==> config.mk <==
export PLATFORM = sky130hd
export DESIGN_NAME = shift_add_multiplier
export DESIGN_NICKNAME = d
export VERILOG_FILES = /design/src/rtl/mult_pkg.sv /design/src/rtl/pp_row.sv /design/src/rtl/shift_add_multiplier.sv
export SDC_FILE = /design/constraint.sdc
export NUM_CORES = 1
export LEC_CHECK = 0
export ABC_AREA = 0
export BUFFER_PORTS_ARGS = -buffer_cell sky130_fd_sc_hd__buf_2
export CORE_UTILIZATION = 35
export DETAILED_ROUTE_END_ITERATION = 16
export GPL_TIMING_DRIVEN = 0
export MAX_ROUTING_LAYER = met4
export SLEW_MARGIN = 30
export SYNTH_ARGS = -nofsm -noshare
export SYNTH_HDL_FRONTEND = slang
export SYNTH_HIERARCHICAL = 1
export SYNTH_SLANG_ARGS = --single-unit
==> constraint.sdc <==
create_clock -name CLK -period 3.45 [get_ports CLK]
set_input_delay 0.1725 -clock CLK [delete_from_list [all_inputs] [get_ports CLK]]
set_output_delay 0.1725 -clock CLK [all_outputs]
set_load 0.005 [all_outputs]
==> src/rtl/mult_pkg.sv <==
// Shared encodings for the shift-and-add multiplier: FSM states and operand mode.
package mult_pkg;

  typedef enum logic [1:0] {
    ST_IDLE = 2'd0,
    ST_CALC = 2'd1,
    ST_FIN  = 2'd2
  } state_t;

  localparam logic MODE_UNSIGNED = 1'b0;
  localparam logic MODE_SIGNED   = 1'b1;

endpackage

==> src/rtl/pp_row.sv <==
// One partial-product row: multiplicand gated by the current multiplier bit,
// zero-extended to 2*WIDTH and shifted to the weight of the current iteration.
module pp_row #(
  parameter int unsigned WIDTH = 4,
  parameter int unsigned CNT_W = $clog2(WIDTH + 1)
) (
  input  logic [WIDTH-1:0]   mcand,
  input  logic               mbit,
  input  logic [CNT_W-1:0]   cnt,
  output logic [2*WIDTH-1:0] row
);

  logic [2*WIDTH-1:0] row_ext;

  always_comb begin
    row_ext = {{WIDTH{1'b0}}, mcand & {WIDTH{mbit}}};
    row     = row_ext << cnt;
  end

endmodule

==> src/rtl/shift_add_multiplier.sv <==
// Sequential WIDTH x WIDTH multiplier, one partial-product row per clock, with
// unsigned or signed operands handled as magnitudes plus a final sign fix-up.
module shift_add_multiplier
  import mult_pkg::*;
#(
  parameter int unsigned WIDTH = 4
) (
  input  logic               CLK,
  input  logic               RST,
  input  logic               START,
  input  logic               MODE,
  input  logic [WIDTH-1:0]   IA,
  input  logic [WIDTH-1:0]   IB,
  output logic               BUSY,
  output logic               DONE,
  output logic [2*WIDTH-1:0] OP
);

  localparam int unsigned CNT_W = $clog2(WIDTH + 1);
  localparam logic [CNT_W-1:0] LAST_CNT = CNT_W'(WIDTH - 1);

  state_t             state_q, state_d;
  logic [WIDTH-1:0]   mcand_q, mcand_d;
  logic [WIDTH-1:0]   mplier_q, mplier_d;
  logic               sign_q, sign_d;
  logic [2*WIDTH-1:0] acc_q, acc_d;
  logic [CNT_W-1:0]   cnt_q, cnt_d;
  logic [2*WIDTH-1:0] op_q, op_d;

  logic [WIDTH-1:0]   ia_mag, ib_mag;
  logic [2*WIDTH-1:0] row, acc_sum;

  pp_row #(
    .WIDTH (WIDTH),
    .CNT_W (CNT_W)
  ) u_pp_row (
    .mcand (mcand_q),
    .mbit  (mplier_q[0]),
    .cnt   (cnt_q),
    .row   (row)
  );

  // The most-negative value negates to itself, which reads correctly as unsigned 2^(W-1).
  always_comb begin
    ia_mag  = (MODE == MODE_SIGNED && IA[WIDTH-1]) ? (~IA + WIDTH'(1)) : IA;
    ib_mag  = (MODE == MODE_SIGNED && IB[WIDTH-1]) ? (~IB + WIDTH'(1)) : IB;
    acc_sum = acc_q + row;
  end

  always_comb begin
    state_d  = state_q;
    mcand_d  = mcand_q;
    mplier_d = mplier_q;
    sign_d   = sign_q;
    acc_d    = acc_q;
    cnt_d    = cnt_q;
    op_d     = op_q;
    unique case (state_q)
      ST_IDLE, ST_FIN: begin
        if (START) begin
          state_d  = ST_CALC;
          mcand_d  = ia_mag;
          mplier_d = ib_mag;
          sign_d   = (MODE == MODE_SIGNED) & (IA[WIDTH-1] ^ IB[WIDTH-1]);
          acc_d    = '0;
          cnt_d    = '0;
        end else begin
          state_d = ST_IDLE;
        end
      end
      ST_CALC: begin
        acc_d    = acc_sum;
        mplier_d = mplier_q >> 1;
        cnt_d    = cnt_q + CNT_W'(1);
        if (cnt_q == LAST_CNT) begin
          state_d = ST_FIN;
          op_d    = sign_q ? -acc_sum : acc_sum;
        end
      end
      default: state_d = ST_IDLE;
    endcase
  end

  always_ff @(posedge CLK or posedge RST) begin
    if (RST) begin
      state_q  <= ST_IDLE;
      mcand_q  <= '0;
      mplier_q <= '0;
      sign_q   <= 1'b0;
      acc_q    <= '0;
      cnt_q    <= '0;
      op_q     <= '0;
    end else begin
      state_q  <= state_d;
      mcand_q  <= mcand_d;
      mplier_q <= mplier_d;
      sign_q   <= sign_d;
      acc_q    <= acc_d;
      cnt_q    <= cnt_d;
      op_q     <= op_d;
    end
  end

  assign BUSY = (state_q == ST_CALC);
  assign DONE = (state_q == ST_FIN);
  assign OP   = op_q;

endmodule

## Word-level counts from Yosys, hierarchy flattened

Cells that the tools add are included.

- Register bits after elaboration: 30
- Latch bits: 0
- Memory bits (writable): 0
- Bits in read-only memories: 0
- Input port bits: 12
- Output and inout port bits: 10
- Word-level logic and storage cells: 43
- Memories kept: 0

- $add $sub $neg: 5
- $mul: 0
- Div/mod/pow operators: 0
- Order comparisons: 0
- Equality and inequality tests: 5
- Shift operators: 1
- Muxes and demuxes: 12
- Bitwise gates (word level): 5
- Reduce and logical (&&, ||, !) cells: 8

Operator list:

| operator | count |
|---|---|
| $mux W8 | 2 |
| $pmux W8 S2 | 1 |
| $mux W4 | 3 |
| $add A4 B1 Y4 const B | 2 |
| $add A8 B8 Y8 | 1 |
| $neg A8 Y8 | 1 |
| $not A4 Y4 | 2 |
| $pmux W4 S2 | 1 |
| $shl A4 B3 Y8 | 1 |
| $pmux W3 S2 | 1 |
| $reduce_and A2 Y1 | 3 |
| $and A4 B4 Y4 | 1 |
| $pmux W2 S2 | 1 |
| $add A3 B1 Y3 const B | 1 |
| $eq A3 B2 Y1 const B | 1 |
| $mux W3 | 1 |
| $eq A2 B1 Y1 const B | 1 |
| $eq A2 B2 Y1 const B | 1 |
| $logic_and A1 B1 Y1 | 2 |
| $logic_not A2 Y1 | 1 |
| $mux W2 | 1 |
| $ne A2 B1 Y1 const B | 1 |
| $ne A2 B2 Y1 const B | 1 |
| $reduce_bool A2 Y1 | 1 |
| 4 further kinds | 4 |

## Logic depth before layout (Yosys ltp)

Gate-level depths: netlist of run 1.

- Depth after elaboration: 5
- Mapped depth: 11
- Mapped depth without buffers: 10

## Modules after synthesis

The synthesis of run 1 kept the hierarchy.

Modules (own cells, without submodules):

| module | instances | cells an instance | area each (µm²) | sequential area each (µm²) |
|---|---|---|---|---|
| shift_add_multiplier | 1 | 173 | 1694.1 | 750.7 |
| pp_row | 1 | 27 | 196.4 | 0.0 |

## Worst setup path before layout of run 1

No wires, ideal clock.

- Kind: register to register
- Start point: register cnt_q[0]
- End point: register op_q[7] (netlist: OP[7])
- Library setup time: 0.125 ns
- Data arrival time: 2.670 ns
- Required time: 3.325 ns
- Path slack: 0.655 ns
- Stages on the path, launching flop included: 12
- Buffers on the path: 1
- Period minus slack after synthesis: 2.795 ns
- Cell sequence: dfrtp_1 > buf_6 > nand2b_1 > nor3_1 > ha_1 > fa_1 > a211oi_2 > nor4b_1 > or4_4 > o41ai_2 > xnor2_1 > o21ai_1

- Cells in the longest elaborated chain, start to end: 4
- Elaborated cells on any way between the ends: 6
- Classes of those cells: add/sub (2); eq/ne (1); shift (1); mux (1); reduce/logical (1)

Ends and longest elaborated chain:

| item | RTL line | RTL |
|---|---|---|
| from (decl) | shift_add_multiplier.sv:27 | `logic [CNT_W-1:0] cnt_q, cnt_d;` |
| from (signal assigned) | shift_add_multiplier.sv:99 | `cnt_q <= cnt_d;` |
| $shl A4 B3 Y8 * | pp_row.sv:17 | `row = row_ext << cnt;` |
| named net row[0] | shift_add_multiplier.sv:31 | `logic [2*WIDTH-1:0] row, acc_sum;` |
| $add A8 B8 Y8 * | shift_add_multiplier.sv:47 | `acc_sum = acc_q + row;` |
| $neg A8 Y8 | shift_add_multiplier.sv:77 | `op_d = sign_q ? -acc_sum : acc_sum;` |
| $mux W8 * | shift_add_multiplier.sv:77 |  |
| to (signal assigned) | shift_add_multiplier.sv:100 | `op_q <= op_d;` |
| to (decl) | shift_add_multiplier.sv:28 | `logic [2*WIDTH-1:0] op_q, op_d;` |

Mark *: on every way through the listed nets, which the timed path passes. The rest lies on a longest branch.
A chain may end at the register's enable or synchronous reset.

## Worst setup path after layout of run 1

Ends and elaborated chain as after synthesis.

==> results of run 1 <==
## path summary, 6_finish.rpt
| check | start | to | slack [ns] | cells past startpoint |
|---|---|---|---|---|
| max in group asynchronous | RST | sign_q$_DFFE_PP0P_ | 2.49 | 3 |
| setup / recovery | cnt_q[0]$_DFFE_PP0P_ | OP[7]$_DFFE_PP0P_ | 0.32 | 11 |
| min in group asynchronous | RST | OP[7]$_DFFE_PP0P_ | 0.54 | 3 |
| setup reg to reg | cnt_q[0]$_DFFE_PP0P_ | OP[7]$_DFFE_PP0P_ | 0.32 | 11 |
| hold reg to reg | OP[5]$_DFFE_PP0P_ | OP[5]$_DFFE_PP0P_ | 0.47 | 2 |
| hold / removal | IA[3] | mcand_q[3]$_DFFE_PP0P_ | 0.15 | 3 |
## Yosys cell counts (2+ instances only)
| cell | count | area (um^2) |
|---|---|---|
| sky130_fd_sc_hd__a22o_1 | 4 | 35.0 |
| sky130_fd_sc_hd__ha_1 | 12 | 150 |
| sky130_fd_sc_hd__a21o_1 | 2 | 15.0 |
| sky130_fd_sc_hd__a22oi_1 | 3 | 22.5 |
| sky130_fd_sc_hd__o21ai_0 | 21 | 105 |
| sky130_fd_sc_hd__a211oi_2 | 2 | 25.0 |
| sky130_fd_sc_hd__nor2_1 | 11 | 41.3 |
| sky130_fd_sc_hd__o22ai_1 | 2 | 12.5 |
| sky130_fd_sc_hd__nor3_1 | 4 | 20.0 |
| sky130_fd_sc_hd__nor2b_1 | 4 | 25.0 |
| sky130_fd_sc_hd__nand2b_1 | 6 | 37.5 |
| sky130_fd_sc_hd__nand3_1 | 2 | 10.0 |
| sky130_fd_sc_hd__mux2i_1 | 7 | 70.1 |
| sky130_fd_sc_hd__o31ai_1 | 2 | 15.0 |
| sky130_fd_sc_hd__xnor2_1 | 7 | 61.3 |
| sky130_fd_sc_hd__nand2_1 | 29 | 109 |
| sky130_fd_sc_hd__xor2_1 | 7 | 61.3 |
| sky130_fd_sc_hd__dfrtp_1 | 30 | 751 |
| sky130_fd_sc_hd__clkbuf_1 | 5 | 18.8 |
| sky130_fd_sc_hd__inv_1 | 11 | 41.3 |
| sky130_fd_sc_hd__a21oi_1 | 3 | 15.0 |
## final cells by class
| class | count | area, um^2 | share of cell area (%) |
|---|---|---|---|
| inverter | 11 | 41.3 | 1.87 |
| timing repair buffer | 22 | 115 | 5.22 |
| sequential | 30 | 751 | 34.0 |
| clock buffer | 6 | 82.6 | 3.74 |
| clock inverter | 1 | 30.0 | 1.36 |
| buffer | 7 | 35.0 | 1.59 |
| tap | 70 | 87.6 | 3.97 |
| multi-input combinational | 152 | 1060 | 48.2 |
## worst min-delay path, stage by stage
cell	delay (ns)
sky130_fd_sc_hd__buf_2	0.11
sky130_fd_sc_hd__nand3_1	0.06
sky130_fd_sc_hd__nand2_1	0.05
## per-layer routing
| metal | global-route usage [%] | vias up | routed length (um) |
|---|---|---|---|
| li1 | - | 758 | - |
| met1 | 20.0 | 683 | 1920 |
| met2 | 26.6 | 22 | 1770 |
| met3 | 3.97 | 7 | 106 |
| met4 | 5.56 | 0 | 59 |
| met5 | - | - | 0 |
## registers in the layout (all words and copies together) (netlist names)
name / count
mcand_q: 4
cnt_q: 3
sign_q: 1
acc_q: 8
mplier_q: 4
state_q: 2
OP: 8
## per-stage QoR
step	instances	setup slack [ns]	total power, uW
after floorplan	200	0.655	1410
after global placement	291	0.353	1650
after detailed placement	291	0.339	1670
after CTS	299	0.312	2050
after global routing	299	0.155	2210
final	299	0.319	2020
## power breakdown
| part | internal, uW | switching [uW] | total, uW |
|---|---|---|---|
| combinational | 460 | 582 | 1040 |
| sequential | 505 | 112 | 617 |
| clock | 231 | 133 | 364 |
## logic make-up after synthesis
family	count (synthesis)	synth area share, %
compound gates	52	19.4
xor+xnor	14	6.49
fa+ha+maj	13	9.00
buf+inv	18	4.04
flops	30	39.7
mux	8	4.90
simple gates	65	16.5
## timing repair
item | 4_1_cts | 5_1_grt
hold endpoints to repair | 29 | 0
setup endpoints to repair | 0 | 0
hold buffers | 1 | 0
==> metrics.txt, run 1 <==
# TYPE chip_impl_metric gauge
chip_impl_metric{name="synth-warning-count",unit=""} 6
chip_impl_metric{name="placed_cell_area",unit="um^2"} 2080
chip_impl_metric{name="post-cts-setup-buffers",unit=""} 0
chip_impl_metric{name="antenna_left",unit=""} 0
chip_impl_metric{name="cts.sinks",unit=""} 30
chip_impl_metric{name="timing_hold_violations_final",unit=""} 0
chip_impl_metric{name="slew_headroom",unit="%"} 56.4
chip_impl_metric{name="floorplan.initialDensity",unit="%"} 36.8
chip_impl_metric{name="crit_arrival",unit="ns"} 3.30
chip_impl_metric{name="worst-slew-pin-transition",unit="ns"} 0.653
chip_impl_metric{name="clock_skew",unit="ns"} 0.00587
chip_impl_metric{name="num_antenna_cells",unit=""} 0
chip_impl_metric{name="drt_pre_antenna_iters",unit=""} 4
chip_impl_info{name="startpoint_type",value="flip-flop"} 1
chip_impl_metric{name="tns",unit="ns"} 0
chip_impl_metric{name="antenna_found_initial",unit=""} 0
chip_impl_metric{name="fmax",unit="MHz"} 319
chip_impl_info{name="final_common_cell",value="sky130_fd_sc_hd__dfrtp_1"} 1
chip_impl_metric{name="n_fill_cell",unit=""} 536
chip_impl_metric{name="syn2layout_area_growth",unit="%"} 16.7
chip_impl_info{name="setup.worst_path.end_class",value="flip-flop"} 1
chip_impl_info{name="cp_cell_sequence",value="buf_6 > nand2b_1 > nor3_1 > ha_1 > fa_1 > a211oi_2 > nor4b_1 > or4_4 > o41ai_2 > xnor2_1 > o21ai_1"} 1
chip_impl_metric{name="routedWlPerCell",unit="um"} 12.9
chip_impl_metric{name="synth_edf_count",unit=""} 0
chip_impl_metric{name="dpl.hpwl",unit="um"} 2930
chip_impl_metric{name="critical_path.max_fanout",unit=""} 5
chip_impl_metric{name="port_buffers",unit=""} 21
chip_impl_metric{name="route.final.wire_length",unit="um"} 3860
chip_impl_metric{name="min_tclk_post_route",unit="ns"} 3.13
chip_impl_metric{name="routed-via-count",unit=""} 1470
chip_impl_metric{name="final_cell_area",unit="um^2"} 2210
chip_impl_info{name="critical_path_class",value="reg -> reg"} 1
chip_impl_metric{name="syn_area",unit="um^2"} 1890
chip_impl_metric{name="cp.buffers_inverters",unit=""} 1
chip_impl_metric{name="rows",unit=""} 26
chip_impl_metric{name="ys_async_sr_fraction",unit="%"} 100
chip_impl_metric{name="tritoncts.num_buffers",unit=""} 5
chip_impl_metric{name="worst_setup_hold_path_clk_slew",unit="ns"} 0.07
chip_impl_metric{name="grt_pass1_vias",unit=""} 1463
chip_impl_metric{name="die_w",unit="um"} 75.5
chip_impl_metric{name="die_area",unit="um^2"} 5700
chip_impl_metric{name="cts.path.max_buffers",unit=""} 2
chip_impl_metric{name="finalCritPeriodShare",unit="%"} 90.8
chip_impl_metric{name="drc",unit=""} 0
chip_impl_metric{name="viasPerCell",unit=""} 4.92
chip_impl_info{name="clock-root-buffer",value="sky130_fd_sc_hd__clkbuf_8"} 1
chip_impl_metric{name="globalRouteTotalUtil",unit="%"} 16.4
chip_impl_info{name="tritoncts_clock_tree",value="yes"} 1
chip_impl_metric{name="slew_viol_final",unit=""} 0
chip_impl_metric{name="power.density",unit="nW/um^2"} 917
chip_impl_metric{name="cts_max_level",unit=""} 2
chip_impl_metric{name="gpl.final_weighted_congestion",unit=""} 0.754
chip_impl_metric{name="ys_types",unit=""} 47
chip_impl_info{name="hold_path_class",value="in -> reg"} 1
chip_impl_metric{name="yosysSeqAreaShare",unit="%"} 39.7
chip_impl_info{name="timing.critical_path.slowest_stage_cell",value="sky130_fd_sc_hd__or4_4"} 1
chip_impl_metric{name="post_route_cells_drive_above_1_share",unit="%"} 17.9
chip_impl_metric{name="clock_insertion_delay_worst_skew",unit="ns"} 0.28
chip_impl_info{name="post_synth_top_flop",value="sky130_fd_sc_hd__dfrtp_1"} 1
chip_impl_metric{name="final_core_utilization",unit="%"} 42.9
chip_impl_metric{name="synthesis.area_per_instance",unit="um^2"} 9.45
chip_impl_metric{name="whs",unit="ns"} 0.152
chip_impl_metric{name="p_leak",unit="uW"} 0.00107
chip_impl_info{name="rsz0062_at_grt",value="false"} 1
chip_impl_metric{name="largest_net_degree_at_the_start_of_global_routing",unit=""} 31
chip_impl_metric{name="post_syn_instances",unit=""} 200
chip_impl_metric{name="core_area",unit="um^2"} 5140
chip_impl_metric{name="grt_first_pass_wirelength",unit="um"} 6620
chip_impl_metric{name="layout.nets",unit=""} 254
chip_impl_info{name="layout.cells.most_common_list",value="30 x sky130_fd_sc_hd__dfrtp_1, 29 x sky130_fd_sc_hd__nand2_1, 22 x sky130_fd_sc_hd__buf_2, 21 x sky130_fd_sc_hd__o21ai_0, 12 x sky130_fd_sc_hd__ha_1"} 1
chip_impl_metric{name="dieHeight",unit="um"} 75.5
chip_impl_metric{name="ctsResizeCount",unit=""} 0
chip_impl_metric{name="finalSetupViolCount",unit=""} 0
chip_impl_metric{name="cp.required",unit="ns"} 3.61
chip_impl_metric{name="grt-ovfl-total",unit=""} 0
chip_impl_metric{name="drt_iter0_drc",unit=""} 46
chip_impl_metric{name="cp_slowest_stage_delay",unit="ns"} 0.57
chip_impl_metric{name="boundaryPins",unit=""} 22
chip_impl_metric{name="mappedNetlistNets",unit=""} 225
chip_impl_metric{name="max_cap_violations",unit=""} 0
chip_impl_info{name="run_status",value="finished clean"} 1
chip_impl_metric{name="vdd_ir_drop_max",unit="mV"} 0.409
chip_impl_info{name="timing.critical_path.max_delay_family",value="simple AND/OR/NAND/NOR gates"} 1
chip_impl_metric{name="yosys_register_bits",unit=""} 30
No activity file was read; power rests on OpenSTA's default activity.
==> inputs of run 2 (changes only) <==
- PLACE_DENSITY: default -> 0.63
==> run 2 against run 1 <==
Worst setup slack better by 0.023 ns. First-iteration DRC count up 13%. Sequential power about the same. Design area unchanged. Worst hold slack worse by 0.0050 ns. Maximum frequency up 0.76%. Non-clock buffer count unchanged. Die area unchanged. Clock power down 1%. Clock-buffer cell count unchanged. Via count up 2.6%. Critical path type unchanged.
==> metrics.txt, run 2 (synthesis results as in run 1) <==
# TYPE chip_impl_metric gauge
chip_impl_metric{name="critical_path.max_fanout",unit=""} 5
chip_impl_info{name="startpoint_type",value="flip-flop"} 1
chip_impl_metric{name="viasPerCell",unit=""} 5.04
chip_impl_metric{name="route.final.wire_length",unit="um"} 3760
chip_impl_metric{name="syn2layout_area_growth",unit="%"} 16.7
chip_impl_metric{name="cp.buffers_inverters",unit=""} 1
chip_impl_info{name="critical_path_class",value="reg -> reg"} 1
chip_impl_metric{name="crit_arrival",unit="ns"} 3.27
chip_impl_info{name="run_status",value="finished clean"} 1
chip_impl_metric{name="rows",unit=""} 26
chip_impl_metric{name="routed-via-count",unit=""} 1508
chip_impl_info{name="clock-root-buffer",value="sky130_fd_sc_hd__clkbuf_8"} 1
chip_impl_metric{name="port_buffers",unit=""} 21
chip_impl_metric{name="gpl.final_weighted_congestion",unit=""} 0.751
chip_impl_metric{name="die_w",unit="um"} 75.5
chip_impl_metric{name="worstSetupPathDepth",unit=""} 11
chip_impl_metric{name="cts_max_level",unit=""} 2
chip_impl_info{name="r2r_end",value="OP[7]$_DFFE_PP0P_"} 1
chip_impl_info{name="critPathLaunch",value="cnt_q[0]$_DFFE_PP0P_"} 1
chip_impl_metric{name="slew_viol_final",unit=""} 0
chip_impl_metric{name="drc",unit=""} 0
chip_impl_metric{name="drt_iter0_drc",unit=""} 52
chip_impl_metric{name="globalRouteTotalUtil",unit="%"} 16.2
chip_impl_metric{name="max_cap_violations",unit=""} 0
chip_impl_metric{name="detailroute.wirelength.met2",unit="um"} 1710
chip_impl_metric{name="clock_skew",unit="ns"} 0.00196
chip_impl_metric{name="final_core_utilization",unit="%"} 42.9
chip_impl_metric{name="dpl.hpwl",unit="um"} 2840
chip_impl_metric{name="ctsResizeCount",unit=""} 0
chip_impl_info{name="setup.worst_path.end_class",value="flip-flop"} 1
chip_impl_metric{name="finalSetupViolCount",unit=""} 0
chip_impl_metric{name="grt-ovfl-total",unit=""} 0
chip_impl_metric{name="worst_r2r_path_depth",unit=""} 11
chip_impl_metric{name="cp.required",unit="ns"} 3.61
chip_impl_metric{name="antenna_left",unit=""} 0
chip_impl_metric{name="power.density",unit="nW/um^2"} 917
chip_impl_metric{name="worst_setup_hold_path_clk_slew",unit="ns"} 0.06
chip_impl_metric{name="cp_slowest_stage_delay",unit="ns"} 0.57
chip_impl_info{name="highest_layer",value="met4"} 1
chip_impl_metric{name="clock_insertion_delay_worst_skew",unit="ns"} 0.28
chip_impl_metric{name="n_fill_cell",unit=""} 537
chip_impl_metric{name="routedWlPerCell",unit="um"} 12.6
chip_impl_metric{name="largest_net_degree_at_the_start_of_global_routing",unit=""} 31
chip_impl_metric{name="cts-hold-fix-buffers",unit=""} 1
chip_impl_metric{name="post-cts-setup-buffers",unit=""} 0
chip_impl_metric{name="cts.path.max_buffers",unit=""} 2
chip_impl_metric{name="pre_cts_setup_slack",unit="ns"} 0.367
chip_impl_metric{name="worst-slew-pin-transition",unit="ns"} 0.627
chip_impl_metric{name="whs",unit="ns"} 0.147
chip_impl_metric{name="die_area",unit="um^2"} 5700
chip_impl_info{name="rsz0062_at_grt",value="false"} 1
chip_impl_info{name="r2r-start",value="cnt_q[0]$_DFFE_PP0P_"} 1
chip_impl_metric{name="boundaryPins",unit=""} 22
chip_impl_metric{name="total_power",unit="uW"} 2020
chip_impl_metric{name="slew_headroom",unit="%"} 58.1
chip_impl_info{name="cp_cell_sequence",value="buf_6 > nand2b_1 > nor3_1 > ha_1 > fa_1 > a211oi_2 > nor4b_1 > or4_4 > o41ai_2 > xnor2_1 > o21ai_1"} 1
chip_impl_metric{name="setup_ws",unit="ns"} 0.343
chip_impl_metric{name="floorplan.initialDensity",unit="%"} 36.8
chip_impl_metric{name="dr_wl_met3",unit="um"} 159
chip_impl_metric{name="wirelength_met1",unit="um"} 1830
chip_impl_metric{name="drt_pre_antenna_iters",unit=""} 4
chip_impl_metric{name="core_area",unit="um^2"} 5140
chip_impl_metric{name="vdd_ir_drop_max",unit="mV"} 0.370
chip_impl_info{name="layout.cells.most_common_list",value="30 x sky130_fd_sc_hd__dfrtp_1, 29 x sky130_fd_sc_hd__nand2_1, 22 x sky130_fd_sc_hd__buf_2, 21 x sky130_fd_sc_hd__o21ai_0, 12 x sky130_fd_sc_hd__ha_1"} 1
chip_impl_metric{name="cts.sinks",unit=""} 30
chip_impl_metric{name="tritoncts.num_buffers",unit=""} 5
chip_impl_metric{name="antenna_found_initial",unit=""} 0
chip_impl_metric{name="timing_hold_violations_final",unit=""} 0
chip_impl_info{name="crit_end",value="OP[7]$_DFFE_PP0P_"} 1
chip_impl_metric{name="fmax",unit="MHz"} 322
chip_impl_info{name="tritoncts_clock_tree",value="yes"} 1
chip_impl_info{name="timing.critical_path.slowest_stage_cell",value="sky130_fd_sc_hd__or4_4"} 1
chip_impl_metric{name="r2r_slack",unit="ns"} 0.34
chip_impl_metric{name="layout.nets",unit=""} 254
chip_impl_metric{name="post_route_cells_drive_above_1_share",unit="%"} 17.9
chip_impl_metric{name="grt_first_pass_wirelength",unit="um"} 6530
chip_impl_metric{name="finalCritPeriodShare",unit="%"} 90.1
chip_impl_metric{name="min_tclk_post_route",unit="ns"} 3.11
chip_impl_metric{name="tns",unit="ns"} 0
chip_impl_metric{name="p_leak",unit="uW"} 0.00107
chip_impl_info{name="final_common_cell",value="sky130_fd_sc_hd__dfrtp_1"} 1
chip_impl_metric{name="num_antenna_cells",unit=""} 0
chip_impl_info{name="timing.critical_path.max_delay_family",value="simple AND/OR/NAND/NOR gates"} 1
chip_impl_info{name="hold_path_class",value="in -> reg"} 1
chip_impl_metric{name="grt_pass1_vias",unit=""} 1379
chip_impl_metric{name="dieHeight",unit="um"} 75.5
## run 2: cell counts in the layout (fill, tap and decap cells not counted)
Identical to the previous run, type by type.
## run 2: worst min path at each step
stage	slack, ns	start	endpoint	cells after the start
after floorplan	0.26	RST	OP[0]$_DFFE_PP0P_	1
after global placement	0.43	IA[3]	mcand_q[3]$_DFFE_PP0P_	3
after detailed placement	0.30	RST	state_q[1]$_DFFE_PP0P_	2
after CTS	0.14	IA[3]	mcand_q[3]$_DFFE_PP0P_	3
after global routing	0.15	IA[3]	mcand_q[3]$_DFFE_PP0P_	3
final	0.15	IA[3]	mcand_q[3]$_DFFE_PP0P_	3
## run 2: layout make-up
type | instances | area (um^2) | share of cell area, %
buffer | 7 | 35.0 | 1.59
clock buffer | 6 | 82.6 | 3.74
clock inverter | 1 | 30.0 | 1.36
inverter | 11 | 41.3 | 1.87
multi-input combinational | 152 | 1060 | 48.2
sequential | 30 | 751 | 34.0
tap | 70 | 87.6 | 3.97
timing repair buffer | 22 | 115 | 5.22
## run 2: power breakdown
group	switching [uW]	internal, uW	total (uW)
Combinational	587	460	1050
Sequential	112	505	617
Clock	128	231	359
Total	828	1200	2020
## run 2: routing by layer
layer	GRT usage [%]	vias up
met2	23.9	41
li1	-	763
met4	6.38	0
met1	20.6	696
met3	5.03	8
met5	-	-
## run 2: metrics by stage
stage,area (um^2),instances
floorplan,1890,200
global placement,2080,291
detailed placement,2080,291
CTS,2210,299
global route,2210,299
finish,2210,299
## run 2: worst min-delay path: cells and delay by family
family,cells,cell delay (ns)
buffers and inverters,1,0.11
AND/OR/NAND/NOR,2,0.11
